## config.mk

```make
export PLATFORM = sky130hd
export DESIGN_NAME = soc_clk_en_ctrl
export DESIGN_NICKNAME = d
export VERILOG_FILES = /design/src/rtl/soc_clk_en_ctrl.sv
export SDC_FILE = /design/constraint.sdc
export NUM_CORES = 1
export LEC_CHECK = 0
export CAP_MARGIN = 20
export CORE_ASPECT_RATIO = 1.2
export CORE_MARGIN = 8
export CORE_UTILIZATION = 34
export CTS_CLUSTER_SIZE = 12
export DETAILED_ROUTE_END_ITERATION = 8
export PLACE_DENSITY = 0.54
export SYNTH_ARGS = -nofsm -noshare
export SYNTH_HDL_FRONTEND = slang
export SYNTH_SLANG_ARGS = --single-unit
```

## constraint.sdc

```tcl
create_clock -name clk_i -period 4.9 [get_ports clk_i]
set_input_delay 0.98 -clock clk_i [delete_from_list [all_inputs] [get_ports clk_i]]
set_output_delay 0.98 -clock clk_i [all_outputs]
set_load 0.01 [all_outputs]
```

## src/rtl/soc_clk_en_ctrl.sv

```systemverilog
// soc_clk_en_ctrl
// ----------------------------------------------------------------------------
// Sleep / wake sequencer for the core clock. It qualifies a sleep request for
// IDLE_CYCLES consecutive idle cycles, then drops the clock enable that feeds
// the core's integrated clock gate. On any wake event it raises the enable
// again, holds the core in a WAKE window for WAKE_CYCLES cycles, and then
// returns to RUN.
//
// There is no valid/ready handshake on this block: every input is a level
// and is sampled on each rising edge of clk_i.
//
// Parameters
//   IDLE_CYCLES    consecutive qualified-idle cycles in ARM before gating (1..255)
//   WAKE_CYCLES    cycles spent in WAKE before returning to RUN (1..255)
//
// Ports
//   clk_i          clock, all logic on the rising edge
//   rst_ni         synchronous active-low reset
//   sleep_req_i    core sleep request (level)
//   bus_idle_i     no outstanding instruction/data bus transactions
//   irq_pending_i  an enabled interrupt is pending (level)
//   debug_req_i    debug request (level)
//   force_on_i     override that keeps the core clock running
//   cnt_clr_i      synchronous clear of gated_cycles_o
//   clk_en_o       registered enable for the core clock gate (0 only in GATED)
//   sleeping_o     registered, high while in GATED (always !clk_en_o)
//   wake_pulse_o   one-cycle pulse in the first cycle of WAKE
//   gated_cycles_o saturating count of cycles spent in GATED
//   state_o        current FSM state (0=RUN, 1=ARM, 2=GATED, 3=WAKE), debug only
// ----------------------------------------------------------------------------
module soc_clk_en_ctrl #(
    parameter int unsigned IDLE_CYCLES = 4,
    parameter int unsigned WAKE_CYCLES = 2
) (
    input  logic        clk_i,
    input  logic        rst_ni,
    input  logic        sleep_req_i,
    input  logic        bus_idle_i,
    input  logic        irq_pending_i,
    input  logic        debug_req_i,
    input  logic        force_on_i,
    input  logic        cnt_clr_i,
    output logic        clk_en_o,
    output logic        sleeping_o,
    output logic        wake_pulse_o,
    output logic [31:0] gated_cycles_o,
    output logic [1:0]  state_o
);

    typedef enum logic [1:0] {
        ST_RUN   = 2'd0,
        ST_ARM   = 2'd1,
        ST_GATED = 2'd2,
        ST_WAKE  = 2'd3
    } state_t;

    // Counters are wide enough for the largest legal parameter (255), so the
    // terminal compare is always reached before the counter could wrap.
    localparam int unsigned CNT_W     = $clog2(256);
    localparam logic [CNT_W-1:0] IDLE_LAST = CNT_W'(IDLE_CYCLES - 1);
    localparam logic [CNT_W-1:0] WAKE_LAST = CNT_W'(WAKE_CYCLES - 1);

    state_t             state;
    logic [CNT_W-1:0]   idle_cnt;
    logic [CNT_W-1:0]   wake_cnt;

    logic               wake_evt;
    logic               idle_ok;
    logic               gated_nxt;

    // idle_ok and wake_evt are mutually exclusive: idle_ok needs sleep_req_i
    // high and all three wake sources low, which is exactly !wake_evt & bus_idle.
    assign wake_evt = irq_pending_i | debug_req_i | force_on_i | !sleep_req_i;
    assign idle_ok  = sleep_req_i & bus_idle_i & !irq_pending_i &
                      !debug_req_i & !force_on_i;

    // High when the FSM will be in GATED during the next cycle: either the
    // last qualifying ARM cycle, or GATED with no wake event. Both the enable
    // flop and the gated-cycle counter key off this so that they line up with
    // the state register exactly.
    always_comb begin
        gated_nxt = 1'b0;
        case (state)
            ST_ARM:   gated_nxt = idle_ok && (idle_cnt == IDLE_LAST);
            ST_GATED: gated_nxt = !wake_evt;
            default:  gated_nxt = 1'b0;
        endcase
    end

    // Main FSM with its registered outputs.
    always_ff @(posedge clk_i) begin
        if (!rst_ni) begin
            state        <= ST_RUN;
            idle_cnt     <= '0;
            wake_cnt     <= '0;
            clk_en_o     <= 1'b1;
            sleeping_o   <= 1'b0;
            wake_pulse_o <= 1'b0;
        end else begin
            // Enable and sleeping flag are pure flops of the next-state decode,
            // so clk_en_o has no combinational path from any input.
            clk_en_o     <= !gated_nxt;
            sleeping_o   <= gated_nxt;
            wake_pulse_o <= 1'b0;

            case (state)
                ST_RUN: begin
                    if (idle_ok) begin
                        state    <= ST_ARM;
                        idle_cnt <= '0;
                    end
                end

                ST_ARM: begin
                    if (!idle_ok) begin
                        // A single non-idle cycle restarts qualification.
                        state <= ST_RUN;
                    end else begin
                        idle_cnt <= idle_cnt + 1'b1;
                        if (idle_cnt == IDLE_LAST) begin
                            state <= ST_GATED;
                        end
                    end
                end

                ST_GATED: begin
                    if (wake_evt) begin
                        state        <= ST_WAKE;
                        wake_cnt     <= '0;
                        wake_pulse_o <= 1'b1;
                    end
                end

                ST_WAKE: begin
                    // Sleep request and idle qualification are ignored here;
                    // the WAKE window always runs to completion.
                    wake_cnt <= wake_cnt + 1'b1;
                    if (wake_cnt == WAKE_LAST) begin
                        state <= ST_RUN;
                    end
                end

                default: begin
                    state <= ST_RUN;
                end
            endcase
        end
    end

    // Gated-cycle counter. It counts the cycle about to be spent in GATED, so
    // the first GATED cycle already shows 1. Clear wins over increment, and
    // the count sticks at all-ones.
    always_ff @(posedge clk_i) begin
        if (!rst_ni) begin
            gated_cycles_o <= '0;
        end else if (cnt_clr_i) begin
            gated_cycles_o <= '0;
        end else if (gated_nxt && (gated_cycles_o != 32'hFFFF_FFFF)) begin
            gated_cycles_o <= gated_cycles_o + 32'd1;
        end
    end

    assign state_o = state;

endmodule

```

## Yosys cells after proc, flatten, opt, wreduce, memory -nomap -nowiden

Cells that the tools add are included.

| word-level totals | value |
|---|---|
| output and inout bits | 37 |
| word-level logic and storage cells | 58 |
| bits of input ports | 8 |
| register bits after elaboration | 53 |

| operators by class | value |
|---|---|
| add/sub/neg operators | 3 |
| equal/unequal tests | 11 |
| reduce and logical (&&, ||, !) cells | 16 |
| mux-type cells | 13 |
| bitwise gates (word level) | 8 |

Operators by type and width:

| kind | number |
|---|---|
| adder 32 x 1 -> 32 bit, second input constant | 1 |
| inequality test 32 bit, second input constant | 1 |
| case mux 8 bit (2 select lines) | 2 |
| 2-to-1 mux 8 bit | 3 |
| adder 8 x 1 -> 8 bit, second input constant | 2 |
| 2-to-1 mux 2 bit | 5 |
| equality test 8 x 1 -> 1 bit, second input constant | 1 |
| equality test 8 x 2 -> 1 bit, second input constant | 1 |
| inequality test 2 bit, second input constant | 4 |
| case mux 2 bit (4 select lines) | 1 |
| logical NOT 1 bit | 6 |
| bitwise AND 1 bit | 4 |
| equality test 2 bit, second input constant | 2 |
| AND reduction 2 bit | 2 |
| AND reduction 4 bit | 1 |
| nonzero test 2 bit | 2 |
| inequality test 3 bit, second input constant | 1 |
| OR 1 bit | 3 |
| AND reduction 3 bit | 1 |
| equality test 2 x 1 -> 1 bit, second input constant | 1 |
| logical AND 1 bit | 2 |
| logical NOT 2 bit | 1 |
| case mux 1 bit (2 select lines) | 1 |
| OR reduction 2 bit | 1 |
| other kinds (2) | 2 |

## Logic depth before layout (Yosys ltp)

| depth | value |
|---|---|
| depth in word-level cells | 7 |
| gate-level depth with buffers | 10 |
| mapped depth without buffers | 7 |

## Worst setup path after synthesis

No wires, ideal clock.

| timing path | value |
|---|---|
| kind | input -> register |
| start | input port irq_pending_i |
| end | register gated_cycles_o[20] |
| path buffers | 0 |
| data required time | 4,830 ps |
| slack | 1,637 ps |
| setup time | 70 ps |
| arrival | 3,192 ps |
| stages on the path | 5 |
| path through | or4b_4 > or4_4 > a2111o_1 > or4_1 > a21oi_1 |

| between the ends | value |
|---|---|
| longest elaborated chain between the ends | 7 |
| elaborated cells on any way between the ends | 11 |
| classes of those cells | mux: 1; bitwise: 6; reduce/logical: 4 |

Ends and longest elaborated chain:

| what | line | text |
|---|---|---|
| from (decl) | 39 | `input logic irq_pending_i,` |
| logical NOT 1 bit | 74 | `assign idle_ok = sleep_req_i & bus_idle_i & !irq_pending_i &` |
| bitwise AND 1 bit (2 in a row) | 74 |  |
| bitwise AND 1 bit | 75 | `!debug_req_i & !force_on_i;` |
| logical AND 1 bit | 84 | `ST_ARM: gated_nxt = idle_ok && (idle_cnt == IDLE_LAST);` |
| case mux 1 bit (2 select lines) (*) | 83 | `case (state)` |
| logical AND 1 bit (*) | 158 | `end else if (gated_nxt && (gated_cycles_o != 32'hFFFF_FFFF)) begin` |
| to (signal assigned) | 159 | `gated_cycles_o <= gated_cycles_o + 32'd1;` |
| to (decl) | 46 | `output logic [31:0] gated_cycles_o,` |

Mark *: on every way between the ends. The rest lies on a longest branch, timed or not.
A chain may end at the register's enable or synchronous reset.

## Worst setup path after layout

Same ends and word-level chain as after synthesis.

==> impl_summary.txt <==
----------------------------------------------------
[Drt]
  Sum of routed wire length over all layers ... 7220 um
  DRC violation count after routing ... 0
  Total number of vias ... 2688
  Per-cell routed wire length ... 15.3 um
  First-pass DRT Iterations ... 4
  Violation count after the first detailed-route iteration ... 86
  DRT antenna net count ... 0
  Detailed-route vias per instance ... about 5.7

[Outcome]
  Result of the run ... complete, no violations

[Clock tree]
  Hold bufs inserted after CTS ... 0
  Root buf cell ... sky130_fd_sc_hd__clkbuf_8
  Cts repair resizes ... 0
  Bufs on Longest Clock Path ... 2
  Worst-skew pair later-pin latency ... ~0.31 ns
  Buffer count from post-CTS setup fixing ... 0
  Clock H-tree levels ... 2
  CTS tree ... built
  Clock slew at the register clock pins of the worst setup and hold paths ... 0.09 ns
  Clock tree sinks ... 53
  Inserted Clock Buffers ... 5

[Pwr]
  Power Density ... 222 nW/um^2
  IR Drop Worst-Case VDD ... approximately 0.12 mV
  Static leakage ... 0.00101 uW

[Die]
  Die Ht ... 116 um
  Width of the chip ... 99.0 um
  Die ar. ... 11400 sq um
  Floorplan Core Area ... about 8100 sq um
  Number of ports placed on the die boundary ... 45
  FP Rows ... 36
  Starting utilization of the core area ... a little over a third

[Synthesis]
  Yosys top cell by area ... sky130_fd_sc_hd__dfxtp_1
  Cell count after synthesis ... ~340
  Prevailing post-synth register cell ... sky130_fd_sc_hd__dfxtp_1
  Number of flops mapped to enable cells by yosys ... 0
  Seq/Total Area, Yosys ... 37.7%
  Mapped Nets ... between 300 and 400
  Post-Synthesis Cell Area ... 2810 sq um
  Proportion of netlist area held by the largest area contributor ... 37.7%
  Number of distinct library cells after synthesis ... 52
  Total of flip-flops plus latches after synthesis ... 53
  Async set-or-reset flop fraction in the synthesized netlist ... 0%
  Leading post-synthesis cells by cell area ... sky130_fd_sc_hd__dfxtp_1 38%, sky130_fd_sc_hd__o31ai_1 5.9%, sky130_fd_sc_hd__or4_1 5.6%
  Yosys warning total ... 0
  Synth Area per Inst ... 8.32 sq um

[Cells and area]
  Filler Cell Count ... 807
  Leading cell types in the layout, fill and taps excluded ... 53 x sky130_fd_sc_hd__dfxtp_1, 44 x sky130_fd_sc_hd__clkdlybuf4s50_1, 30 x sky130_fd_sc_hd__a21oi_1
  Most common cell after layout, fill and taps aside ... sky130_fd_sc_hd__dfxtp_1
  Final antenna diode count ... 0
  Fin nets ... 393
  Fraction of final layout cells sized beyond drive strength 1 ... 5.31%
  Area delta synth->final ... 22.7%

[Place]
  Final weighted congestion in routability-driven placement ... 0.776
  Worst setup slack after placement ... 1.05 ns
  Final HPWL from detailed placement ... roughly 5200 um
  IO Port Bufs ... 44

[Worst hold path]
  Type of the most critical hold path ... reg2reg
  Number of cells on the worst hold path ... 2

[GRT]
  Total overflow reported by the global router ... 0
  Largest net degree at the start of global routing ... 37
  Number of antenna violations at the first check in global routing ... 0
  Tot GR Track Use ... 12.6%
  Global-route wire length before repair ... between 10000 and 15000 um
  Via count of the first global-routing pass ... 2504

[Timing]
  Setup violations, final ... 0
  Period Utilization, post-route ... between 70% and 80%
  RSZ-0062 raised after global routing ... false
  Worst Tran Pin Value ... 0.927 ns
  Worst slew slack as a fraction of its limit ... 38.0%
  Hold Fails Final Rpt ... 0
  Summed negative setup slack over all endpoints ... 0 ns
  Maximum achievable frequency ... 0.282 GHz
  Max-slew violation count ... 0
  Worst setup skew after layout ... between 0.007 and 0.008 ns
  Time the worst path needs with I/O delays and setup ... 3.55 ns
  Post-layout worst setup margin ... 1.35 ns

[Flow run]
  Number of max-capacitance violations reported ... 0

[Worst setup path]
  Arrival @ worst endpoint ... 3.77 ns
  Data required, critical path ... 5.13 ns
  Kind of end point of the critical path ... flop
  Category of the critical setup timing path ... in2reg
  Maximum fanout along the worst path ... 10
  Worst-case reg-to-reg path depth ... 6
  Crit path launch type ... input pin

----------------------------------------------------
[metal layers]
| layer | vias up | GRT usage, % | routed length, um |
|---|---|---|---|
| li1 | 1372 | - | - |
| met1 | 1266 | 14.1 | 3290 |
| met2 | 44 | 22.6 | 3540 |
| met3 | 6 | 2.88 | 308 |
| met4 | 0 | 4.72 | 91 |
| met5 | - | 0 | 0 |
[cell usage after synthesis, types with 2 or more instances]
| library cell | n |
|---|---|
| sky130_fd_sc_hd__a211oi_1 | 2 |
| sky130_fd_sc_hd__a21boi_0 | 4 |
| sky130_fd_sc_hd__a21oi_1 | 30 |
| sky130_fd_sc_hd__a22oi_1 | 2 |
| sky130_fd_sc_hd__and2_1 | 7 |
| sky130_fd_sc_hd__and3_1 | 5 |
| sky130_fd_sc_hd__clkbuf_1 | 14 |
| sky130_fd_sc_hd__dfxtp_1 | 53 |
| sky130_fd_sc_hd__ha_1 | 8 |
| sky130_fd_sc_hd__inv_1 | 11 |
| sky130_fd_sc_hd__mux2i_1 | 4 |
| sky130_fd_sc_hd__nand2_1 | 26 |
| sky130_fd_sc_hd__nand2b_1 | 3 |
| sky130_fd_sc_hd__nand3_1 | 21 |
| sky130_fd_sc_hd__nand4_1 | 16 |
| sky130_fd_sc_hd__nor2_1 | 15 |
| sky130_fd_sc_hd__nor2b_1 | 4 |
| sky130_fd_sc_hd__nor3_1 | 6 |
| sky130_fd_sc_hd__nor4_1 | 4 |
| sky130_fd_sc_hd__o2111ai_1 | 2 |
| sky130_fd_sc_hd__o211ai_1 | 3 |
| sky130_fd_sc_hd__o21a_1 | 2 |
| sky130_fd_sc_hd__o21ai_0 | 12 |
| sky130_fd_sc_hd__o21ai_1 | 2 |
| sky130_fd_sc_hd__o31ai_1 | 22 |
| sky130_fd_sc_hd__o41ai_1 | 3 |
| sky130_fd_sc_hd__or2_2 | 2 |
| sky130_fd_sc_hd__or3_1 | 6 |
| sky130_fd_sc_hd__or4_1 | 21 |
| sky130_fd_sc_hd__or4b_4 | 2 |
| sky130_fd_sc_hd__xor2_1 | 5 |
[state kept, by name, summed over array words and instances (netlist names), named ones only]
name,flops
clk_en_o,1
sleeping_o,1
wake_pulse_o,1
idle_cnt,8
wake_cnt,8
gated_cycles_o,32
state_o,1
[through the flow]
stage / util, % / total power [uW] / instances / cell area [sq um] / hold slack, ns
after floorplan: - / 465 / 338 / 2810 / 0.471
after global placement: 41.3 / 482 / 464 / 3330 / 0.487
after detailed placement: 41.3 / 482 / 464 / 3330 / 0.489
after CTS: 42.6 / 776 / 471 / 3440 / 0.503
after global routing: 42.8 / 797 / 472 / 3450 / 0.522
final: 42.8 / 766 / 472 / 3450 / 0.503
[critical path: stages]
cell and delay (ns):
sky130_fd_sc_hd__clkdlybuf4s50_1 0.42, sky130_fd_sc_hd__or4b_4 0.58, sky130_fd_sc_hd__or4_4 0.57, sky130_fd_sc_hd__a2111o_1 0.57, sky130_fd_sc_hd__or4_1 0.50, sky130_fd_sc_hd__a21oi_1 0.14
[layout make-up]
cell class                      instances  area [sq um]  share of cell area, %
Sequential cell                        53          1060                   30.7
Clock buffer                            5          68.8                   1.99
Inverter                               11          41.3                   1.20
Multi-Input combinational cell        258          1650                   47.8
Tap cell                               95           119                   3.44
Timing Repair Buffer                   48           478                   13.9
Clock inverter                          2          35.0                   1.02
[where the power goes]
part | switching [uW] | leakage [uW] | internal (uW) | total [uW]
combinational | 23.6 | 0.000526 | 15.2 | 38.8
clock | 146 | 0.0000540 | 149 | 295
sequential | 1.31 | 0.000427 | 432 | 433
total | 171 | 0.00101 | 596 | 766
[final timing paths]
check	end	slack [ns]	from
worst max register to register	gated_cycles_o[20]$_SDFFE_PP0P_	1.98	idle_cnt[0]$_SDFFE_PN0P_
worst max-delay path	gated_cycles_o[20]$_SDFFE_PP0P_	1.35	irq_pending_i
worst min-delay path	gated_cycles_o[22]$_SDFFE_PP0P_	0.50	gated_cycles_o[22]$_SDFFE_PP0P_
worst min register to register	gated_cycles_o[22]$_SDFFE_PP0P_	0.50	gated_cycles_o[22]$_SDFFE_PP0P_
[kinds of logic (layout without fill, tap and decap cells)]
group	Yosys count	after routing	synth area share, %
XOR/XNOR	6	6	1.87
multiplexers	4	4	1.42
buffers and inverters	27	66	3.65
flip-flops	53	53	37.7
adder cells (fa/ha/maj)	8	8	3.56
AO/OA/AOI/OAI	93	93	21.6
AND/OR/NAND/NOR	147	147	30.2
Power figures use the tool's default switching activity.
==> patch 1, RTL diff (same settings) <==
Add an input register stage for `sleep_req_i`, `bus_idle_i`, `irq_pending_i`, `debug_req_i`, `force_on_i` and `cnt_clr_i`; this delays them by one clock. Comments in the files are not updated.
--- a/src/rtl/soc_clk_en_ctrl.sv
+++ b/src/rtl/soc_clk_en_ctrl.sv
@@ -60,6 +60,22 @@
     localparam logic [CNT_W-1:0] IDLE_LAST = CNT_W'(IDLE_CYCLES - 1);
     localparam logic [CNT_W-1:0] WAKE_LAST = CNT_W'(WAKE_CYCLES - 1);
 
+    logic sleep_req_q;
+    logic bus_idle_q;
+    logic irq_pending_q;
+    logic debug_req_q;
+    logic force_on_q;
+    logic cnt_clr_q;
+
+    always_ff @(posedge clk_i) begin
+        sleep_req_q   <= sleep_req_i;
+        bus_idle_q    <= bus_idle_i;
+        irq_pending_q <= irq_pending_i;
+        debug_req_q   <= debug_req_i;
+        force_on_q    <= force_on_i;
+        cnt_clr_q     <= cnt_clr_i;
+    end
+
     state_t             state;
     logic [CNT_W-1:0]   idle_cnt;
     logic [CNT_W-1:0]   wake_cnt;
@@ -70,9 +86,9 @@
 
     // idle_ok and wake_evt are mutually exclusive: idle_ok needs sleep_req_i
     // high and all three wake sources low, which is exactly !wake_evt & bus_idle.
-    assign wake_evt = irq_pending_i | debug_req_i | force_on_i | !sleep_req_i;
-    assign idle_ok  = sleep_req_i & bus_idle_i & !irq_pending_i &
-                      !debug_req_i & !force_on_i;
+    assign wake_evt = irq_pending_q | debug_req_q | force_on_q | !sleep_req_q;
+    assign idle_ok  = sleep_req_q & bus_idle_q & !irq_pending_q &
+                      !debug_req_q & !force_on_q;
 
     // High when the FSM will be in GATED during the next cycle: either the
     // last qualifying ARM cycle, or GATED with no wake event. Both the enable
@@ -153,7 +169,7 @@
     always_ff @(posedge clk_i) begin
         if (!rst_ni) begin
             gated_cycles_o <= '0;
-        end else if (cnt_clr_i) begin
+        end else if (cnt_clr_q) begin
             gated_cycles_o <= '0;
         end else if (gated_nxt && (gated_cycles_o != 32'hFFFF_FFFF)) begin
             gated_cycles_o <= gated_cycles_o + 32'd1;
Behaviour: not the same (Yosys sat finds a counterexample within 4 cycles, from zero or initial values and one cycle with rst_ni low).
==> patch 1 against the unedited design <==
- via count grew 1.7%
- non-clock buffer count shrank 1
- synthesized cell count grew 1.2%
- critical path depth is the same
- total power grew 33%
- combinational power shrank 5%
- design area grew 8.8%
- fmax grew 38%
- sequential cell count grew 6
- sequential share of layout area grew 0.72 points
- area after synthesis grew 6.3%
- worst setup slack gained 980 ps
- routed wire length grew 6.4%
- utilization grew 1.0 points
- critical path type unchanged
- largest cell class unchanged
==> patch 1: results (changes against the unedited design) <==
* Mean routed wirelength per cell at 15.2 um (-0.93%)
* First-pass GRT wire length at 12.8 mm (+8.1%)
* DPL Wire Length at 5.38 mm (+2.7%)
* Sequential fraction of design power at 0.480 (-0.085)
* Worst R2R Path Depth at 5 (-1)
* Initial antenna violation count at 0 (unchanged)
* Maximum vdd drop at 118 uV (-1.3%)
* GPL Wtd Cong at 0.790 (+1.8%)
* Vias in the first global route at 2599 (+3.8%)
* Clk pwr at 0.491 mW (+66%)
* Post-cts sizing count at 0 (unchanged)
* Proportion of layout cells with a drive suffix above 1 at 0.103 (+0.0495)
* Routed wl met2 at 3.66 mm (+3.6%)
* H-Tree Depth at 3 (+1)
* Sequential-to-total area share from yosys stat at 0.395 (+0.0178)
* Post-synth cell types at 50 (-3.8%)
* Max transition margin at 0.477 (+0.0976)
* Wl on met1 at 3.57 mm (+8.6%)
* Sw Share at 0.217 (-0.00598)
* CP Max Fanout at 13 (+3)
* Routing usage on met1 at 0.160 (+0.0187)
* Clock Skews at 8.90 ps (+1.29 ps)
* Worst-skew pair later-pin latency at 340 ps (+30 ps)
* Met2 usage in global routing at 0.213 (-0.0126)
* Cts bufs inserted at 9 (+4)
* Via count at 2734 (+1.7%)
* Routed wl met3 at 320 um (+3.9%)
* Reg2reg end: gated_cycles_o[11]$_SDFFE_PP0P_
* Final #Nets at 402 (+2.3%)
* Syn_nets at 358 (+1.1%)
* Worst-path clk slew at 60 ps (-30 ps)
* DP Worst Slack at 1980 ps (+935 ps)
* Detailed Route Iter0 Violations at 157 (+83%)
* Met3 usage at 0.0270 (-0.00183)
* Worst Setup Slack, final at 2330 ps (+981 ps)
* Largest net degree at the start of global routing at 48 (+30%)
* Status: finished clean
* Synth area leaders: dfxtp_1, a21oi_1, nand2_1
* Critical Path AT at 2840 ps (-930 ps)
* Hold_sp: gated_cycles_o[15]$_SDFFE_PP0P_
* GRT Resource Usage Total at 0.131 (+0.00550)
* Leakage at 1.21 nW (+20%)
* Commonest cells in the netlist: dfxtp_1, nand2_1, a21oi_1
* Worst R2R Start: gated_cycles_o[9]$_SDFFE_PP0P_
patch 1: worst max-delay path, stage by stage:
cell	delay (ps)
clkdlybuf4s50_1	560
inv_1	240
nor2_1	670
nand2_1	120
a31oi_1	170
a41o_1	110
patch 1: logic make-up after synthesis:
logic type                 synth area share
AOI/OAI and AO/OA                     0.168
buffers and inverters                0.0293
muxes                                0.0373
and+or+nand+nor                       0.319
xor gates and xnor gates             0.0176
adders and majority gates            0.0335
DFF                                   0.395
patch 1: final cells by class:
cell class | instances | area (sq um)
clock buffers | 10 | 138
clock inverters | 5 | 77.6
fillers | 846 | 4810
inverters | 7 | 26.3
multi-input cells | 262 | 1720
flip-flops and latches | 59 | 1180
well taps | 117 | 146
repair buffers | 47 | 460
patch 1: worst max-delay path by stage:
stage	cells past startpoint	startpoint	to
finish	6	rst_ni	gated_cycles_o[16]$_SDFFE_PP0P_
global route	6	rst_ni	gated_cycles_o[16]$_SDFFE_PP0P_
global placement	6	rst_ni	gated_cycles_o[16]$_SDFFE_PP0P_
floorplan	9	register	gated_cycles_o[8]$_SDFFE_PP0P_
CTS	5	gated_cycles_o[19]$_SDFFE_PP0P_	gated_cycles_o[29]$_SDFFE_PP0P_
detailed placement	6	rst_ni	gated_cycles_o[16]$_SDFFE_PP0P_
patch 1: stage by stage:
| step | power [mW] | utilization | instance area [sq um] | hold WS [ps] | std cells |
|---|---|---|---|---|---|
| 6_report | 1.02 | 0.438 | 3750 | 497 | 507 |
| 5_1_grt | 1.06 | 0.438 | 3750 | 534 | 507 |
| 4_1_cts | 1.03 | 0.438 | 3750 | 503 | 506 |
| 3_5_place_dp | 0.536 | 0.413 | 3530 | 491 | 491 |
| 3_3_place_gp | 0.535 | 0.413 | 3530 | 484 | 491 |
| 2_1_floorplan | 0.520 | - | 2990 | 463 | 342 |
==> patch 2, RTL diff (same settings) <==
Without the edit above. Reset style: asynchronous (`rst_ni`), changed in 2 clocked blocks. Comments in the files are not updated.
--- a/src/rtl/soc_clk_en_ctrl.sv
+++ b/src/rtl/soc_clk_en_ctrl.sv
@@ -88,7 +88,7 @@
     end
 
     // Main FSM with its registered outputs.
-    always_ff @(posedge clk_i) begin
+    always_ff @(posedge clk_i or negedge rst_ni) begin
         if (!rst_ni) begin
             state        <= ST_RUN;
             idle_cnt     <= '0;
@@ -150,7 +150,7 @@
     // Gated-cycle counter. It counts the cycle about to be spent in GATED, so
     // the first GATED cycle already shows 1. Clear wins over increment, and
     // the count sticks at all-ones.
-    always_ff @(posedge clk_i) begin
+    always_ff @(posedge clk_i or negedge rst_ni) begin
         if (!rst_ni) begin
             gated_cycles_o <= '0;
         end else if (cnt_clr_i) begin
Check against the original RTL: differs if rst_ni is asserted again (counterexample within 4 cycles, from zero or initial values and one cycle with rst_ni low); with rst_ni held inactive, the same outputs for 10 cycles.
==> patch 2 against the unedited design <==
- utilization is 0.18 points lower
- area after synthesis up 7.7%
- routed wire length increased by 4.3%
- sequential share of layout area grew 5.4 points
- critical path depth unchanged
- design area up 6.3%
- worst setup slack improved by 240 ps
- sequential cell count did not move
- largest cell class unchanged
- highest routed layer unchanged
- count of clock-buffer cells in the layout is 1 higher
Power is not compared: it rests on default switching activity, and its combinational part moved more than twofold at a synthesized area within 25%.
==> patch 2: results (changes against the unedited design) <==
* Proportion of layout cells with a drive suffix above 1 at 0.0889 (+0.0358)
* Fin crit period at 3310 ps (-240 ps)
* FILL cells at 876 (+8.6%)
* First-pass GRT wire length at 12.8 mm (+8.1%)
* Clock Skews at 17.1 ps (+9.44 ps)
* Routed wl met3 at 368 um (+19%)
* Status: finished clean
* Post-synth cell types at 49 (-5.8%)
* Reg2reg end: gated_cycles_o[21]$_DFFE_PN0P_
* Multi-input logic area at 1600 sq um (-2.9%)
* Vias in the first global route at 2593 (+3.6%)
* Worst R2R Start: gated_cycles_o[0]$_DFFE_PN0P_
* Commonest cells in the netlist: dfrtp_1, nand2_1, nor2_1
* Final #Nets at 376 (-4.3%)
* GPL Wtd Cong at 0.774 (-0.32%)
* DRT Wirelength at 7.53 mm (+4.3%)
* Critical Path AT at 3510 ps (-260 ps)
* Via/cell ratio at 5.39 (-5.3%)
* Largest registers: gated_cycles_o: 32 flops, idle_cnt: 8 flops, wake_cnt: 8 flops
* Worst hold path class: register to register
* Cell count after synthesis at 320 (-5.3%)
* DPL Wire Length at 5.25 mm (+0.14%)
* Detailed Route Iter0 Violations at 134 (+56%)
* Die Span X at 102 um (+3.2%)
* Routed wl met2 at 3.62 mm (+2.3%)
* GRT Resource Usage Total at 0.128 (+0.00222)
* Setup slack, reg-to-reg at 1900 ps (-80 ps)
* Placed Instances at 468 (+0.86%)
* Dpl cell area at 3550 sq um (+6.6%)
* Hold_sp: idle_cnt[7]$_DFFE_PN0P_
* Hold WS at 495 ps (-7.75 ps)
* Wl on met1 at 3.49 mm (+6.3%)
* Non-filler cells, final at 477 (+1.1%)
* Worst Max-Slew Pin Slew at 1010 ps (+86.7 ps)
* Critical Path Sink: gated_cycles_o[22]$_DFFE_PN0P_
* Hold depth at 1 (-1)
* Syn_nets at 337 (-4.8%)
* Worst R2R Path Depth at 6 (unchanged)
* Post-synth ARST share at 1.00 (+1.00)
* CP Max Fanout at 12 (+2)
* DP Worst Slack at 1250 ps (+200 ps)
* Sequential-to-total area share from yosys stat at 0.438 (+0.0610)
[patch 2: changes by cell type in the layout (fill, tap and decap cells not counted), moves of 4 or more]
cell	unedited run	this run
or4_1	21	9
a21boi_0	4	0
o31ai_1	22	9
nor2b_1	4	11
mux2_2	0	12
nor2_1	15	24
dfrtp_1	0	52
or3_1	6	11
o21ai_0	12	19
nand4_1	16	8
inv_1	11	7
a21oi_1	30	22
dfxtp_1	53	0
[patch 2: area by class of cell]
| type | count | area share |
|---|---|---|
| Timing Repair Buffer | 47 | 0.126 |
| Sequential cell | 53 | 0.362 |
| Multi-Input combinational cell | 245 | 0.436 |
| Tap cell | 117 | 0.0399 |
| Clock inverter | 2 | 0.00955 |
| Clock buffer | 6 | 0.0198 |
| Inverter | 7 | 0.00716 |
[patch 2: cells by family after synthesis]
kind of cell | Yosys count | synth area share
compound gates | 68 | 0.139
xor+xnor | 6 | 0.0174
fa+ha+maj | 9 | 0.0372
buf+inv | 22 | 0.0331
flops | 53 | 0.438
mux | 16 | 0.0583
simple gates | 146 | 0.277
[patch 2: per-layer routing]
| layer | up-vias | global-route usage |
|---|---|---|
| met5 | - | 0 |
| met4 | 0 | 0.0350 |
| met3 | 4 | 0.0367 |
| met2 | 51 | 0.204 |
| met1 | 1259 | 0.163 |
| li1 | 1259 | - |
[patch 2: power by group]
part           internal [mW]  switching [mW]  total [mW]
Clock                  0.152           0.148       0.300
Sequential             0.468          0.0361       0.504
Combinational         0.0777          0.0870       0.165
[patch 2: worst max-delay path: stages]
cell and delay (ps):
clkdlybuf4s50_1 440, nor4b_4 500, and4_1 440, o2111ai_1 440, nor3_1 350, mux2_2 360
